$ cat config.mk
export PLATFORM = sky130hd
export DESIGN_NAME = seq_det_arbiter
export DESIGN_NICKNAME = d
export VERILOG_FILES = /design/src/rtl/seq_det_arbiter.sv
export SDC_FILE = /design/constraint.sdc
export NUM_CORES = 1
export LEC_CHECK = 0
export ABC_AREA = 1
export BUFFER_PORTS_ARGS = -buffer_cell sky130_fd_sc_hd__buf_2
export CORE_ASPECT_RATIO = 2
export CORE_MARGIN = 2
export CORE_UTILIZATION = 55
export DETAILED_ROUTE_END_ITERATION = 8
export GPL_TIMING_DRIVEN = 0
export PLACE_DENSITY = 0.78
export SYNTH_ARGS = -nofsm -noshare
export SYNTH_HDL_FRONTEND = slang
export SYNTH_SLANG_ARGS = --single-unit
$ cat constraint.sdc
create_clock -name CLK -period 3.1 [get_ports CLK]
set_input_delay 0.62 -clock CLK [delete_from_list [all_inputs] [get_ports CLK]]
set_output_delay 0.62 -clock CLK [all_outputs]
set_load 0.01 [all_outputs]
$ cat src/rtl/seq_det_arbiter.sv
// Round-robin arbiter granting one of four serial requesters a burst of bits,
// with a 4-bit pattern detector (overlapping or not) on the granted stream.
module seq_det_arbiter (
  input  logic       CLK,
  input  logic       RST,
  input  logic [3:0] REQ,
  input  logic [3:0] IN,
  input  logic [3:0] VLD,
  input  logic [3:0] PAT,
  input  logic       OVL,
  input  logic [3:0] BURST,
  output logic [3:0] GNT,
  output logic       OUT,
  output logic [1:0] MID,
  output logic [7:0] CNT,
  output logic       BUSY
);

  typedef enum logic {IDLE, STREAM} state_t;

  state_t     state;
  logic [1:0] last;
  logic [1:0] gidx;
  logic [3:0] pat_l;
  logic       ovl_l;
  logic [2:0] hist;
  logic [2:0] fill;
  logic [4:0] bcnt;

  logic [1:0] win;
  logic       found;
  logic [1:0] idx;
  logic       acc;
  logic [3:0] nhist;
  logic [2:0] nfill;
  logic       match;

  // Round-robin scan starting one past the last granted requester
  always_comb begin
    win   = last;
    found = 1'b0;
    idx   = last;
    for (int unsigned k = 1; k <= 4; k++) begin
      idx = last + k[1:0];
      if (!found && REQ[idx]) begin
        win   = idx;
        found = 1'b1;
      end
    end
  end

  // Only the previous three bits are stored; the fourth is the incoming bit
  always_comb begin
    acc   = REQ[gidx] & VLD[gidx];
    nhist = {hist, IN[gidx]};
    nfill = (fill == 3'd4) ? 3'd4 : fill + 3'd1;
    match = acc && (nfill == 3'd4) && (nhist == pat_l);
  end

  assign BUSY = (state == STREAM);

  always_ff @(posedge CLK or negedge RST) begin
    if (!RST) begin
      state <= IDLE;
      last  <= 2'd3;
      gidx  <= '0;
      pat_l <= '0;
      ovl_l <= 1'b0;
      hist  <= '0;
      fill  <= '0;
      bcnt  <= '0;
      GNT   <= '0;
      OUT   <= 1'b0;
      MID   <= '0;
      CNT   <= '0;
    end else begin
      OUT <= 1'b0;
      if (state == IDLE) begin
        if (|REQ) begin
          state <= STREAM;
          GNT   <= 4'b0001 << win;
          last  <= win;
          gidx  <= win;
          pat_l <= PAT;
          ovl_l <= OVL;
          hist  <= '0;
          fill  <= '0;
          bcnt  <= (BURST == 4'd0) ? 5'd16 : {1'b0, BURST};
        end
      end else begin
        if (!REQ[gidx]) begin
          state <= IDLE;
          GNT   <= '0;
        end else if (acc) begin
          hist <= nhist[2:0];
          fill <= (match && !ovl_l) ? 3'd0 : nfill;
          if (match) begin
            OUT <= 1'b1;
            MID <= gidx;
            if (CNT != 8'hFF)
              CNT <= CNT + 8'd1;
          end
          bcnt <= bcnt - 5'd1;
          if (bcnt == 5'd1) begin
            state <= IDLE;
            GNT   <= '0;
          end
        end
      end
    end
  end

endmodule

==> out/qor.txt <==
Critical path class = register to register
Setup crit end kind = register
Antenna viol nets, final = 0
Setup violations, final = 0
DR vias = 2086
Antenna cells = 0
Number of global-route vias before repair = 1973
Warnings, synthesis = 0
Final Util = 64.95%
Footprint of the multi-input gates = 0.001167 mm²
Chip Width = 49.38 µm
Drt via density = 5.163
Fin crit period = 1.805 ns
Largest net degree at the start of global routing = 37
Synthesized instance count = 306
WL per Instance = 11.94 µm
Worst-skew pair later-pin latency = 0.29 ns
Layout area overhead = 14.86%
Final wirelength = 4.824 mm
RSZ-0062 raised after global routing = no
Pre-antenna DRT Iters = 4
Slew of the pin with the lowest slew margin = 0.7809 ns
NetSw = 1154 µW
DP HPWL = 3.705 mm
Sequential fraction of the synthesis area = 39.89%
Die H = 94.75 µm
Logic pwr share = 56.5%
Run status = complete, no violations
GRT Total Usage = 23.13%
Mapped Nets = 334
Max-slew headroom = 47.94%
Global-route wire length before repair = 8.466 mm
Worst endpoint required time = 3.27 ns
Mapped Area = 0.002265 mm²
Buffers added on ports = 38
TNS Setup = 0 ns
Num CTS Buffers = 5
CTS tree = yes
CP arrival = 1.97 ns
Hold Path Class = input port to async pin
H-tree levels = 2
Cell variety after synth = 32
Peak VDD IR = 0.0006229 V
Initial antenna violation count = 0
GPL Wtd Cong = 0.8332
Worst Skew = 0.006394 ns
Max Clk Rate = 0.5540 GHz
Pwr Total = 2389 µW
Final period util = 58.23%
Overflow after GRT = 0
CTS Buffer Depth = 2
CTS resizes = 0
P_leak = 0.001408 µW
Max cap viols = 0
Hold WS = 0.4025 ns
Power Internal = 1235 µW
Layout Nets = 379
Clk pwr share = 13.3%
Final hold vios = 0
Die area = 0.004678 mm²
DRC Markers = 0
DR iter-0 viols = 62
CTS sink count = 36
Critical path peak fanout = 9
Final Slew Violations = 0
Worst-path clk slew = 0.07 ns
Clk root buf = clkbuf_8
Initial core utilization = 56.54%
Cts hold-fix bufs = 0
Startpoint types = register
Sequential power share = 30.3%
Cell Pwr Density = 918.6 mW/mm²
Post-Syn Area per Cell = 7.401 µm²
Num ports = 39
Total area of sequential cells = 903.4 µm²
Switch share = 48.30%
Total core area = 0.004005 mm²
Filler cell count = 396
Synth Register Bits = 36
Site Rows = 33
Share of cells above drive strength 1 = 21.59%
Post-CTS repair timing setup buffer count = 0
final timing paths:
check,from,end,slack [ns],cells past startpoint
setup / recovery,last[0],gidx[1],1.29,12
hold / removal,RST,GNT[2],0.40,1
setup reg to reg,last[0],gidx[1],1.29,12
hold reg to reg,GNT[2],GNT[2],0.47,2
max in group asynchronous,RST,CNT[5],2.20,1
min in group CLK,GNT[2],GNT[2],0.47,2
stage by stage:
stage | area (µm²) | worst slack, ns | std cells
finish | 2601 | 1.295 | 404
global route | 2601 | 1.078 | 404
CTS | 2601 | 1.316 | 404
detailed placement | 2520 | 1.301 | 396
global placement | 2520 | 1.351 | 396
floorplan | 2265 | 1.528 | 306
kinds of logic after synthesis:
kind of cell    count (synthesis)  share of synthesized area, %
simple gates                  178                         37.57
buf+inv                        46                         8.564
flops                          36                         39.89
compound gates                 32                         7.735
xor+xnor                        9                         3.481
fa+ha+maj                       5                         2.762
flip-flops by register name (all words and copies together), names as in the netlist:
register and flops:
OUT 1, GNT 4, fill 3, CNT 8
last 2, ovl_l 1, gidx 2, pat_l 4
BUSY 1, hist 3, bcnt 5, MID 2
final cells by class:
| class | count | area share, % |
|---|---|---|
| buffer | 6 | 1.491 |
| inverter | 40 | 5.964 |
| timing repair buffer | 38 | 7.311 |
| clock inverter | 1 | 0.1924 |
| multi-input combinational | 224 | 44.88 |
| sequential | 36 | 34.73 |
| clock buffer | 7 | 2.934 |
| tap | 52 | 2.501 |
layout by cell type (no fill, tap or decap):
cell type,Yosys,routed
buf_2,4,42
nand3_2,3,3
inv_4,2,2
nand3_1,28,28
clkinv_2,0,1
xnor2_1,6,6
ha_1,5,5
xor2_1,3,3
o21ai_0,14,14
nand4_1,10,10
a22oi_1,1,1
o22ai_1,3,3
o21ai_1,10,10
buf_6,1,1
dfstp_2,2,2
nand3_4,1,1
nor2_4,1,1
inv_2,3,3
dfrtp_1,34,34
nand3b_1,1,1
nor2_1,13,13
nor3_1,1,1
nor2_2,2,2
clkbuf_1,0,2
o41ai_1,1,1
nand2_4,3,3
inv_1,35,35
buf_4,1,1
clkbuf_8,0,5
nand2_1,106,106
o211ai_1,2,2
or2_2,1,1
nand2_2,6,6
a21oi_1,1,1
nor2_8,2,2
metal layers:
layer | GRT usage (%) | part of all wire, % | vias up
met5 | 0 | 0 | -
met4 | 10.42 | 2.1 | 0
met3 | 3.956 | 5.2 | 8
met2 | 38.63 | 50 | 54
met1 | 29.12 | 43 | 954
li1 | - | - | 1070
worst max-delay path, cell delays in order (launching register included):
cell and delay (ns):
dfstp_2 0.52, buf_4 0.15, inv_4 0.07, nand2_1 0.06, nand2_1 0.10, nand2_1 0.11
nand2_1 0.10, nor2_2 0.14, nand2_1 0.08, nand3_1 0.10, nand2_2 0.08, nand2_1 0.09
o21ai_0 0.08
power groups by stage:
stage          Sequential, µW  Clock [µW]  Combinational (µW)
4_1_cts                   724         325                1350
2_1_floorplan             722           0                1050
3_5_place_dp              730           0                1340
6_report                  723         317                1350
5_1_grt                   740         339                1550
3_3_place_gp              725           0                1300
cells in the mapped netlist:
master / instances / share of area [%]
nor2_4: 1 / 0.50
dfrtp_1: 34 / 38
nor2_2: 2 / 0.55
nand2_2: 6 / 1.7
nand2_4: 3 / 1.5
nand3b_1: 1 / 0.33
o21ai_0: 14 / 3.1
o41ai_1: 1 / 0.39
nand2_1: 106 / 18
nor2_1: 13 / 2.2
ha_1: 5 / 2.8
a21oi_1: 1 / 0.22
inv_2: 3 / 0.50
buf_4: 1 / 0.33
nand4_1: 10 / 2.8
nand3_1: 28 / 6.2
or2_2: 1 / 0.28
buf_6: 1 / 0.50
o21ai_1: 10 / 2.2
xnor2_1: 6 / 2.3
nand3_2: 3 / 1.3
inv_1: 35 / 5.8
dfstp_2: 2 / 2.3
nand3_4: 1 / 0.77
nor2_8: 2 / 1.8
nor3_1: 1 / 0.22
inv_4: 2 / 0.55
xor2_1: 3 / 1.2
o22ai_1: 3 / 0.83
buf_2: 4 / 0.88
o211ai_1: 2 / 0.66
a22oi_1: 1 / 0.33
Power figures use the tool's default switching activity.
